[config.mk]
export PLATFORM = sky130hd
export DESIGN_NAME = modmul_interleaved_flat
export DESIGN_NICKNAME = d
export VERILOG_FILES = /design/src/rtl/modmul_interleaved_if.sv /design/src/rtl/modmul_interleaved.sv /design/src/flat_wrapper.sv
export SDC_FILE = /design/constraint.sdc
export NUM_CORES = 1
export LEC_CHECK = 0
export BUFFER_PORTS_ARGS = -buffer_cell sky130_fd_sc_hd__buf_4
export CAP_MARGIN = 20
export CORE_MARGIN = 5
export CORE_UTILIZATION = 60
export DETAILED_ROUTE_END_ITERATION = 10
export HOLD_SLACK_MARGIN = 0.1
export PLACE_DENSITY = 0.81
export SETUP_SLACK_MARGIN = 0.5
export SKIP_LAST_GASP = 1
export SYNTH_ARGS = -nofsm -noshare
export SYNTH_HDL_FRONTEND = slang
export SYNTH_SLANG_ARGS = --single-unit
[constraint.sdc]
create_clock -name clk -period 9.1 [get_ports clk]
set_input_delay 0.455 -clock clk [delete_from_list [all_inputs] [get_ports clk]]
set_output_delay 0.455 -clock clk [all_outputs]
set_load 0.02 [all_outputs]
[src/rtl/modmul_interleaved_if.sv]
// Handshake and operand bus for the bit-serial interleaved modular multiplier.
interface modmul_interleaved_if #(
    parameter int unsigned WIDTH = 32
);
    logic             start;
    logic [WIDTH-1:0] a;
    logic [WIDTH-1:0] b;
    logic [WIDTH-1:0] n;
    logic             busy;
    logic             done;
    logic [WIDTH-1:0] r;
    logic             err;

    modport master (
        output start, a, b, n,
        input  busy, done, r, err
    );

    modport slave (
        input  start, a, b, n,
        output busy, done, r, err
    );
endinterface

[src/rtl/modmul_interleaved.sv]
// Bit-serial interleaved modular multiplier r = (a * b) mod n, MSB first, one bit per cycle.
// Optional operand range check enabled by defining MODMUL_RANGE_CHECK_EN.
module modmul_interleaved #(
    parameter int unsigned WIDTH = 32
) (
    input  logic                clk,
    input  logic                reset,
    modmul_interleaved_if.slave bus
);
    localparam int unsigned CntW = $clog2(WIDTH);

    typedef enum logic [1:0] {StIdle, StRun, StDone} state_e;

    state_e           state_q, state_d;
    logic [WIDTH-1:0] a_q, a_d, b_q, b_d, n_q, n_d;
    logic [WIDTH+1:0] acc_q, acc_d;
    logic [CntW-1:0]  cnt_q, cnt_d;
    logic [WIDTH-1:0] r_q, r_d;
    logic             err_q, err_d;
    logic             busy_q, done_q;

    logic [WIDTH+1:0] t, n_ext, n2_ext, acc_next;
    logic             ge_n, ge_2n;

    // acc < n keeps t below 3n, so one subtraction of n or 2n always suffices.
    always_comb begin
        t        = {acc_q[WIDTH:0], 1'b0} + (a_q[cnt_q] ? {2'b00, b_q} : '0);
        n_ext    = {2'b00, n_q};
        n2_ext   = {1'b0, n_q, 1'b0};
        ge_2n    = (t >= n2_ext);
        ge_n     = (t >= n_ext);
        acc_next = ge_2n ? (t - n2_ext) : (ge_n ? (t - n_ext) : t);
    end

    always_comb begin
        state_d = state_q;
        a_d     = a_q;
        b_d     = b_q;
        n_d     = n_q;
        acc_d   = acc_q;
        cnt_d   = cnt_q;
        r_d     = r_q;
        err_d   = err_q;
        unique case (state_q)
            StIdle: begin
                if (bus.start) begin
                    a_d     = bus.a;
                    b_d     = bus.b;
                    n_d     = bus.n;
                    acc_d   = '0;
                    cnt_d   = CntW'(WIDTH - 1);
                    state_d = StRun;
`ifdef MODMUL_RANGE_CHECK_EN
                    if (bus.n == '0 || bus.a >= bus.n || bus.b >= bus.n) begin
                        r_d     = '0;
                        err_d   = 1'b1;
                        state_d = StDone;
                    end
`endif
                end
            end
            StRun: begin
                acc_d = acc_next;
                if (cnt_q == '0) begin
                    r_d     = acc_next[WIDTH-1:0];
                    err_d   = 1'b0;
                    state_d = StDone;
                end else begin
                    cnt_d = cnt_q - CntW'(1);
                end
            end
            StDone: begin
                state_d = StIdle;
            end
            default: begin
                state_d = StIdle;
            end
        endcase
    end

    always_ff @(posedge clk) begin
        if (reset) begin
            state_q <= StIdle;
            a_q     <= '0;
            b_q     <= '0;
            n_q     <= '0;
            acc_q   <= '0;
            cnt_q   <= '0;
            r_q     <= '0;
            err_q   <= 1'b0;
            busy_q  <= 1'b0;
            done_q  <= 1'b0;
        end else begin
            state_q <= state_d;
            a_q     <= a_d;
            b_q     <= b_d;
            n_q     <= n_d;
            acc_q   <= acc_d;
            cnt_q   <= cnt_d;
            r_q     <= r_d;
            err_q   <= err_d;
            busy_q  <= (state_d == StRun);
            done_q  <= (state_d == StDone);
        end
    end

    assign bus.busy = busy_q;
    assign bus.done = done_q;
    assign bus.r    = r_q;
    assign bus.err  = err_q;
endmodule

[src/flat_wrapper.sv]
// flat-port wrapper written by rule: the top's interface ports become plain ports
module modmul_interleaved_flat 
#(
    parameter int unsigned WIDTH = 32
)
  (clk, reset, bus_start, bus_a, bus_b, bus_n, bus_busy, bus_done, bus_r, bus_err);
  modmul_interleaved_if #(.WIDTH(WIDTH)) bus_i ();
  input  logic clk;
  input  logic reset;
  input wire logic [$bits(bus_i.start)-1:0] bus_start;
  input wire logic [$bits(bus_i.a)-1:0] bus_a;
  input wire logic [$bits(bus_i.b)-1:0] bus_b;
  input wire logic [$bits(bus_i.n)-1:0] bus_n;
  output wire logic [$bits(bus_i.busy)-1:0] bus_busy;
  output wire logic [$bits(bus_i.done)-1:0] bus_done;
  output wire logic [$bits(bus_i.r)-1:0] bus_r;
  output wire logic [$bits(bus_i.err)-1:0] bus_err;
  assign bus_i.start = bus_start;
  assign bus_i.a = bus_a;
  assign bus_i.b = bus_b;
  assign bus_i.n = bus_n;
  assign bus_busy = bus_i.busy;
  assign bus_done = bus_i.done;
  assign bus_r = bus_i.r;
  assign bus_err = bus_i.err;
  modmul_interleaved #(.WIDTH(WIDTH)) u_core (.clk(clk), .reset(reset), .bus(bus_i));
endmodule
Word-level counts from Yosys, hierarchy flattened
Cells that the tools add are included.
W data, S select, Z words.
{"block": "totals", "register_bits": 170, "latch_bits": 0, "ram_bits": 0, "mem_bits_ro": 0, "output_inout_bits": 35, "memories": 0}
{"block": "op_classes", "n_addsub": 4, "multipliers": 0, "div_mod_pow": 0, "magnitude_cmp": 3, "eq_ne": 5, "shifts": 0, "mux": 13, "bitwise_logic": 0, "n_reduce_logical": 7}
{"cell": "$mux W33", "n": 3}
{"cell": "$pmux W33 S2", "n": 1}
{"cell": "$add A34 B32 Y34", "n": 1}
{"cell": "$ge A34 B32 Y1", "n": 1}
{"cell": "$ge A34 B33 Y1", "n": 1}
{"cell": "$sub A33 B32 Y33", "n": 1}
{"cell": "$sub A33 B33 Y33", "n": 1}
{"cell": "$mux W32", "n": 1}
{"cell": "$mux W5", "n": 2}
{"cell": "$pmux W5 S2", "n": 1}
{"cell": "$lt A5 B6 Y1 const B", "n": 1}
{"cell": "$reduce_and A2 Y1", "n": 3}
{"cell": "$bmux W1 S5", "n": 1}
{"cell": "$logic_not A5 Y1", "n": 1}
{"cell": "$sub A5 B1 Y5 const B", "n": 1}
{"cell": "$eq A2 B1 Y1 const B", "n": 2}
{"cell": "$mux W2", "n": 2}
{"cell": "$ne A2 B2 Y1 const B", "n": 2}
{"cell": "$pmux W2 S2", "n": 1}
{"cell": "$reduce_and A3 Y1", "n": 1}
{"cell": "$eq A2 B2 Y1 const B", "n": 1}
{"cell": "$logic_not A2 Y1", "n": 1}
{"cell": "$reduce_bool A2 Y1", "n": 1}
{"cell": "$mux W1", "n": 1}

Logic depth before layout (Yosys ltp)
Gate-level depths: netlist of the first run.
{"block": "logic_depth", "depth_word": 8, "mapped_depth": 31}

Worst setup path before layout of the first run
OpenSTA, ideal clock, no wires.
{"block": "synth_timing", "path_kind": "flip-flop to flip-flop", "startpoint": "register u_core.cnt_q[2]", "endpoint": "register u_core.r_q[23], in the netlist u_core.bus.r[23]", "t_arrival_ns": 6.326, "required_time_ns": 9.021, "setup_slack_ns": 2.695, "path_stages_with_launch": 27, "n_path_buf": 4, "synth_period_minus_slack_ns": 6.405, "cell_sequence": "dfxtp_1 clkbuf_1 buf_2 mux4_2 mux2i_1 mux2i_1 a211o_1 clkbuf_1 and2_1 ha_1 o21a_1 o2111ai_1 a21oi_1 o31a_1 a211oi_1 o21a_1 a21oi_1 ha_1 nand4_1 or3_1 o41ai_1 nor3_2 and3_1 buf_6 or3_1 a31o_2 a211oi_2"}
{"block": "synth_between", "elab_chain_len": 7, "elab_cells_between_ends": 12, "cone_classes": "add/sub: 3; order compare: 2; mux: 5; reduce/logical: 2"}
{"element": "start, declared", "line_no": "modmul_interleaved.sv:17", "source": "logic [CntW-1:0] cnt_q, cnt_d;"}
{"element": "start signal, assigned", "line_no": "modmul_interleaved.sv:99", "source": "cnt_q <= cnt_d;"}
{"element": "$bmux W1 S5", "line_no": "modmul_interleaved.sv:27", "source": "t = {acc_q[WIDTH:0], 1'b0} + (a_q[cnt_q] ? {2'b00, b_q} : '0);"}
{"element": "$mux W1 (not written as such)", "line_no": "modmul_interleaved.sv:27"}
{"element": "$mux W32", "line_no": "modmul_interleaved.sv:27"}
{"element": "$add A34 B32 Y34", "line_no": "modmul_interleaved.sv:27"}
{"element": "$sub A33 B32 Y33 or $ge A34 B32 Y1 (tied branches)", "line_no": "modmul_interleaved.sv:32, modmul_interleaved.sv:31"}
{"element": "$mux W33 (2 in a row)", "line_no": "modmul_interleaved.sv:32", "source": "acc_next = ge_2n ? (t - n2_ext) : (ge_n ? (t - n_ext) : t);"}
{"element": "end signal, assigned", "line_no": "modmul_interleaved.sv:100", "source": "r_q <= r_d;"}
{"element": "end, declared", "line_no": "modmul_interleaved.sv:18", "source": "logic [WIDTH-1:0] r_q, r_d;"}
Parallel ways exist; a longest one is shown, timed or not. The select of a mux whose other input is x is not followed.
A chain may end at the register's enable or synchronous reset.

Worst setup path in the final report of the first run
{"block": "layout_timing", "startpoint": "register u_core.cnt_q[2]", "endpoint": "register u_core.r_q[10], in the netlist u_core.bus.r[10]"}
The elaborated chain is that of the path after synthesis.

==> results of run 1 <==
==> worst max path at each step <==
stage | startpoint | endpoint | depth (start not counted)
2_1_floorplan | u_core.cnt_q[2]$_SDFFE_PP0P_ | u_core.bus.r[23]$_SDFFE_PP0P_ | 26
3_3_place_gp | u_core.cnt_q[2]$_SDFFE_PP0P_ | u_core.bus.r[10]$_SDFFE_PP0P_ | 25
3_5_place_dp | u_core.cnt_q[2]$_SDFFE_PP0P_ | u_core.bus.r[27]$_SDFFE_PP0P_ | 23
4_1_cts | u_core.cnt_q[2]$_SDFFE_PP0P_ | u_core.bus.r[27]$_SDFFE_PP0P_ | 23
5_1_grt | u_core.cnt_q[0]$_SDFFE_PP0P_ | u_core.bus.r[18]$_SDFFE_PP0P_ | 25
6_report | u_core.cnt_q[2]$_SDFFE_PP0P_ | u_core.bus.r[10]$_SDFFE_PP0P_ | 25
==> worst min-delay path: stages <==
cell and delay (ns):
buf_4 0.11, nand2_1 0.04, a21oi_1 0.05
==> power breakdown <==
| part | leakage [nW] | internal [mW] | total [mW] | switching (mW) |
|---|---|---|---|---|
| Clock | 0.309 | 0.388 | 0.800 | 0.412 |
| Sequential | 1.39 | 0.830 | 0.900 | 0.0704 |
| Combinational | 4.28 | 1.10 | 2.97 | 1.88 |
==> area by class of cell <==
cell class	count	area [µm²]
Multi-Input combinational cell	1287	8120
Clock buffer	17	425
Inverter	63	236
Timing Repair Buffer	139	1060
Clock inverter	15	220
Sequential cell	170	3400
Fill cell	1709	5850
Tap cell	265	332
==> logic make-up after synthesis <==
| group | Yosys count | synth area share [%] |
|---|---|---|
| other cells | 1 | 0.0311 |
| simple gates | 586 | 21.7 |
| xor+xnor | 78 | 5.73 |
| mux | 30 | 3.00 |
| flops | 170 | 28.2 |
| fa+ha+maj | 99 | 10.5 |
| compound gates | 493 | 26.3 |
| buf+inv | 139 | 4.57 |
==> cell usage after synthesis (8+ instances only) <==
| master | number |
|---|---|
| a31oi_1 | 14 |
| and2_1 | 41 |
| clkbuf_1 | 58 |
| a211o_1 | 11 |
| nand2b_1 | 10 |
| o211ai_1 | 12 |
| mux2_2 | 9 |
| a311oi_1 | 11 |
| xnor2_1 | 46 |
| and3_1 | 21 |
| dfxtp_1 | 170 |
| inv_1 | 63 |
| buf_2 | 11 |
| xor2_1 | 31 |
| o21bai_1 | 11 |
| nand4_1 | 15 |
| o21a_1 | 16 |
| nor2_1 | 96 |
| nand2_1 | 315 |
| nand3_1 | 30 |
| mux2i_1 | 17 |
| nor3_1 | 23 |
| a21boi_0 | 8 |
| or3_1 | 8 |
| a211oi_1 | 31 |
| a21oi_1 | 199 |
| o21ai_0 | 65 |
| ha_1 | 96 |
| a21o_1 | 29 |
==> metal layers <==
layer | global-route usage, % | vias to the layer above | wire length (µm)
li1 | - | 5874 | -
met1 | 37.6 | 5709 | 14800
met2 | 58.0 | 561 | 18600
met3 | 5.65 | 147 | 2450
met4 | 20.5 | 0 | 2660
met5 | 0 | - | 0
==> flip-flops by register name (all words and copies together), names as in the netlist, 2 cells and up <==
name / flops
u_core.state_q: 2
u_core.n_q: 32
u_core.bus.r: 32
u_core.a_q: 32
u_core.cnt_q: 5
u_core.acc_q: 33
u_core.b_q: 32
==> placed cells by master (no fill, tap or decap), types with 12 or more instances in the layout <==
cell type / netlist / final
a211oi_1: 31 / 31
a21o_1: 29 / 29
a21oi_1: 199 / 199
a31oi_1: 14 / 14
and2_1: 41 / 40
and3_1: 21 / 20
buf_4: 2 / 138
clkbuf_16: 0 / 17
dfxtp_1: 170 / 169
ha_1: 96 / 96
inv_1: 63 / 63
mux2i_1: 17 / 17
nand2_1: 315 / 314
nand3_1: 30 / 30
nand4_1: 15 / 15
nor2_1: 96 / 95
nor3_1: 23 / 23
o211ai_1: 12 / 12
o21a_1: 16 / 16
o21ai_0: 65 / 65
xnor2_1: 46 / 46
xor2_1: 31 / 31
==> through the flow <==
stage | instance area [µm²] | util [%]
after CTS | 13800 | 70.2
after global placement | 13100 | 66.8
after floorplan | 12100 | -
final | 13800 | 70.2
after detailed placement | 13200 | 66.9
after global routing | 13800 | 70.2
==> flow_summary.json, run 1 <==
{
  "hold_violations": 0,
  "async_flop_share_pct": 0,
  "drtPass1Iterations": 5,
  "synth_ff_type": "dfxtp_1",
  "fin_worst_skew_ns": 0.0167,
  "grt_pass1_wl_mm": 60.0,
  "wl_per_cell_um": 19.7,
  "cts-root-buf": "clkbuf_16",
  "ctsHtreeMaxLevel": 4,
  "cts_resized": 0,
  "maxCapViolCount": 0,
  "synth_top_area_share_pct": 28.2,
  "grt_pass1_vias": 11742,
  "relSlewSlack_pct": 27.1,
  "clock-sinks": 170,
  "grt_use_total_pct": 33.2,
  "cp_common_cell": "a211oi_1",
  "cp.arrival_ns": 8.52,
  "final_cells": 1956,
  "setup_ws_ns": 0.945,
  "rr_startpoint": "u_core.cnt_q[2]$_SDFFE_PP0P_",
  "drt_iter0_drc": 996,
  "yosysTopAreaCell": "dfxtp_1",
  "io_buffers": 132,
  "drc": 0,
  "ys_ff_latch": 170,
  "setup_viol": 0,
  "rows": 51,
  "critPathRequiredTime_ns": 9.47,
  "die-area_mm2": 0.0230,
  "vias": 12291,
  "timing.setup.tns_ns": 0,
  "hold_path_depth": 3,
  "num_antenna_cells": 0,
  "finalCriticalPeriod_ns": 8.16,
  "io_pins": 134,
  "cp_slowest_cell": "a211o_1",
  "die_height_um": 152,
  "yosys_warnings": 0,
  "cp_num_buf_inv": 1,
  "grt_overflow": 0,
  "powerDensity_mw_per_mm2": 339,
  "p_leak_nw": 5.98,
  "areaGrowthSynthToFinish_pct": 14.5,
  "dp.cells": 1924,
  "clock.fmax_mhz": 123,
  "hpwlAfterDp_mm": 28.8,
  "start_kind": "flip-flop",
  "core_mm2": 0.0197,
  "power_mw": 4.67,
  "antenna_found_initial": 0,
  "slew_violations": 0,
  "grt_max_degree": 100,
  "synth_nets": 1794,
  "numCtsBuffers": 17,
  "syn_inst": 1596,
  "min-delay-start": "bus_a[31]",
  "path_class": "flip-flop to flip-flop",
  "slowest_delay_ns": 0.61,
  "cts_buffer_depth": 2,
  "place_congestion": 0.982,
  "nNetsFinal": 1876,
  "clk_pin_slew_ns": 0.09,
  "synth-edff-count": 0,
  "worstHoldEndpoint": "u_core.a_q[31]$_SDFFE_PP0P_",
  "synthTopCellsByArea": "dfxtp_1 (28%), ha_1 (10%), nand2_1 (9.8%), a21oi_1 (8.3%), xnor2_1 (3.3%)",
  "avgSynthCellArea_um2": 7.55,
  "min_path_type": "primary input to flip-flop",
  "start_util_pct": 61.3,
  "cp_max_fo": 33,
  "status": "finished, final reports clean",
  "path_delay_family": "compound AO/OA/AOI/OAI gates",
  "ys_types": 76,
  "ant_nets": 0,
  "max_slew.worst_pin.slew_ns": 1.09,
  "cts_hold_buf": 0,
  "timing.final.crit_share_pct": 89.6,
  "place_ws_ns": 0.796,
  "rsz0062_at_grt": "false",
  "holdWs_ns": 0.234,
  "synth-seq-area-share_pct": 28.2,
  "wirelength_mm": 38.5,
  "dieWidth_um": 152,
  "routed_via_density": 6.28,
  "drive_above_1_share_pct": 12.5,
  "vdd_ir_drop_max_mv": 0.255,
  "rr_worst_depth": 25,
  "end_kind": "flip-flop",
  "netlist_area_mm2": 0.0121,
  "r2r_setup_slack_ns": 0.94,
  "cts_setup_buffers": 0,
  "cts_tree": "done",
  "reg2reg_to": "u_core.bus.r[10]$_SDFFE_PP0P_",
  "clkLatencyLatePin_ns": 0.46
}
No activity file was read; power rests on OpenSTA's default activity.
==> run 2: changes to the inputs <==
CORE_UTILIZATION = 54   (was 60)
PLACE_DENSITY = 0.74   (was 0.81)
==> run 2 against run 1 <==
Core utilization is 7.1 points lower. Critical endpoint is now u_core.bus.r[14]$_SDFFE_PP0P_. Global-route usage down 4.1 points. Die area grew 10%. Clock skew is 0.0023 ns higher. Largest power group unchanged. First-iteration DRC count shrank 16%. Maximum frequency fell by 0.27%. Non-clock buffer count rose by 4. Routed wire length decreased by 1.6%. Largest cell class unchanged. Hold slack gained 0.0035 ns.
==> flow_summary.json, run 2 (synthesized netlist as in run 1, its figures left out) <==
{
  "hold_violations": 0,
  "numCtsBuffers": 17,
  "hold_path_depth": 3,
  "core_mm2": 0.0219,
  "maxCapViolCount": 0,
  "powerDensity_mw_per_mm2": 336,
  "min_path_type": "primary input to flip-flop",
  "cp.arrival_ns": 8.55,
  "drt_iter0_drc": 837,
  "final_cell_mix": "nand2_1 (314), a21oi_1 (199), dfxtp_1 (169), buf_4 (141), ha_1 (96)",
  "ant_nets": 0,
  "die-area_mm2": 0.0254,
  "antenna_found_initial": 0,
  "critPathRequiredTime_ns": 9.47,
  "drive_above_1_share_pct": 12.7,
  "relSlewSlack_pct": 29.2,
  "top_register": "u_core.acc_q",
  "largest_reg_flops": 33,
  "cts_setup_buffers": 0,
  "grt_pass1_wl_mm": 61.2,
  "status": "finished, final reports clean",
  "start_kind": "flip-flop",
  "p_leak_nw": 5.99,
  "timing.final.crit_share_pct": 89.9,
  "ctsHtreeMaxLevel": 4,
  "rr_worst_depth": 24,
  "wl_per_cell_um": 19.2,
  "place_congestion": 1.00,
  "reg2reg_to": "u_core.bus.r[14]$_SDFFE_PP0P_",
  "cts_buffer_depth": 2,
  "areaGrowthSynthToFinish_pct": 14.7,
  "end_kind": "flip-flop",
  "rows": 54,
  "worstHoldEndpoint": "u_core.b_q[6]$_SDFFE_PP0P_",
  "die_height_um": 159,
  "vias": 12008,
  "cp_max_fo": 26,
  "timing.setup.tns_ns": 0,
  "slew_violations": 0,
  "holdWs_ns": 0.238,
  "start_util_pct": 55.1,
  "vdd_ir_drop_max_mv": 0.214,
  "fin_worst_skew_ns": 0.0190,
  "io_pins": 134,
  "routed_via_density": 6.08,
  "max_slew.worst_pin.slew_ns": 1.06,
  "nNetsFinal": 1880,
  "final_common_cell": "nand2_1",
  "grt_use_total_pct": 29.1,
  "clock-sinks": 170,
  "wirelength_mm": 37.9,
  "nFillCells": 1978,
  "setup_viol": 0,
  "rr_startpoint": "u_core.cnt_q[2]$_SDFFE_PP0P_",
  "hpwlAfterDp_mm": 28.8,
  "clk_pin_slew_ns": 0.09,
  "grt_pass1_vias": 11802,
  "drtPass1Iterations": 5,
  "drc": 0,
  "grt_overflow": 0,
  "path_class": "flip-flop to flip-flop",
  "grt_max_degree": 100,
  "min-delay-start": "bus_b[6]",
  "clkLatencyLatePin_ns": 0.45,
  "dieWidth_um": 159,
  "num_antenna_cells": 0,
  "cts-root-buf": "clkbuf_16",
  "clock.fmax_mhz": 122,
  "cts_tree": "done",
  "r2r_setup_slack_ns": 0.92,
  "io_buffers": 132,
  "finalCriticalPeriod_ns": 8.18,
  "rsz0062_at_grt": "false"
}
==> run 2: cell types whose count changed in the layout (fill, tap and decap cells not counted), sizes merged <==
cell    delta
buf        +4
clkinv     +3
inv        -3
==> run 2: area by class of cell <==
| class | count | area (µm²) | share of cell area, % |
|---|---|---|---|
| clock inverters | 15 | 194 | 1.40 |
| flip-flops and latches | 170 | 3400 | 24.6 |
| well taps | 280 | 350 | 2.53 |
| inverters | 63 | 236 | 1.71 |
| multi-input cells | 1287 | 8120 | 58.7 |
| clock buffers | 17 | 425 | 3.08 |
| repair buffers | 143 | 1090 | 7.91 |
==> run 2: critical path: stages, from the launching register on <==
cell	delay (ns)
dfxtp_2	0.59
mux2_2	0.40
o311a_1	0.29
and3_1	0.18
a211o_1	0.38
buf_4	0.26
and2_1	0.18
ha_1	0.32
o21a_1	0.24
o2111ai_1	0.28
a21oi_1	0.09
o31a_1	0.35
a211oi_1	0.52
o2111ai_1	0.20
a21oi_1	0.41
ha_1	0.34
nand4_1	0.19
nor3_1	0.72
nand4_1	0.18
a211oi_1	0.41
a211oi_1	0.12
nand2_1	0.49
buf_4	0.35
mux2_2	0.40
a211oi_2	0.21
==> run 2: worst max path at each step <==
stage	from	slack, ns	cells after the start	end
floorplan	u_core.cnt_q[2]$_SDFFE_PP0P_	2.70	26	u_core.bus.r[23]$_SDFFE_PP0P_
global placement	u_core.cnt_q[2]$_SDFFE_PP0P_	1.02	24	u_core.bus.r[14]$_SDFFE_PP0P_
detailed placement	u_core.cnt_q[2]$_SDFFE_PP0P_	0.97	24	u_core.bus.r[14]$_SDFFE_PP0P_
CTS	u_core.cnt_q[2]$_SDFFE_PP0P_	0.91	24	u_core.bus.r[14]$_SDFFE_PP0P_
global route	u_core.cnt_q[2]$_SDFFE_PP0P_	0.56	24	u_core.bus.r[27]$_SDFFE_PP0P_
finish	u_core.cnt_q[2]$_SDFFE_PP0P_	0.92	24	u_core.bus.r[14]$_SDFFE_PP0P_
==> run 2: per-layer routing <==
metal | wire length [µm] | GRT usage (%) | up-vias
met1 | 14900 | 33.3 | 5570
met5 | 0 | 0 | -
met2 | 18700 | 51.4 | 444
met4 | 2280 | 16.6 | 0
li1 | - | - | 5881
met3 | 2060 | 4.69 | 113
==> run 2: power by group <==
| group | switching [mW] | internal (mW) |
|---|---|---|
| Combinational | 1.87 | 1.11 |
| Sequential | 0.0686 | 0.830 |
| Clock | 0.389 | 0.377 |
==> run 2: stage by stage <==
| stage | utilization (%) | cell area (µm²) | instances | setup slack (ns) | power, mW |
|---|---|---|---|---|---|
| floorplan | - | 12100 | 1596 | 2.70 | 3.01 |
| global placement | 60.2 | 13200 | 1941 | 1.02 | 3.79 |
| detailed placement | 60.2 | 13200 | 1941 | 0.965 | 3.80 |
| CTS | 63.0 | 13800 | 1973 | 0.915 | 4.58 |
| global route | 63.1 | 13800 | 1975 | 0.560 | 4.93 |
| finish | 63.1 | 13800 | 1975 | 0.923 | 4.64 |
==> run 2: repair_timing <==
action,CTS,global route
hold endpoints to repair,0,0
setup endpoints to repair,0,25
resized for setup,0,1
hold buffers,0,0
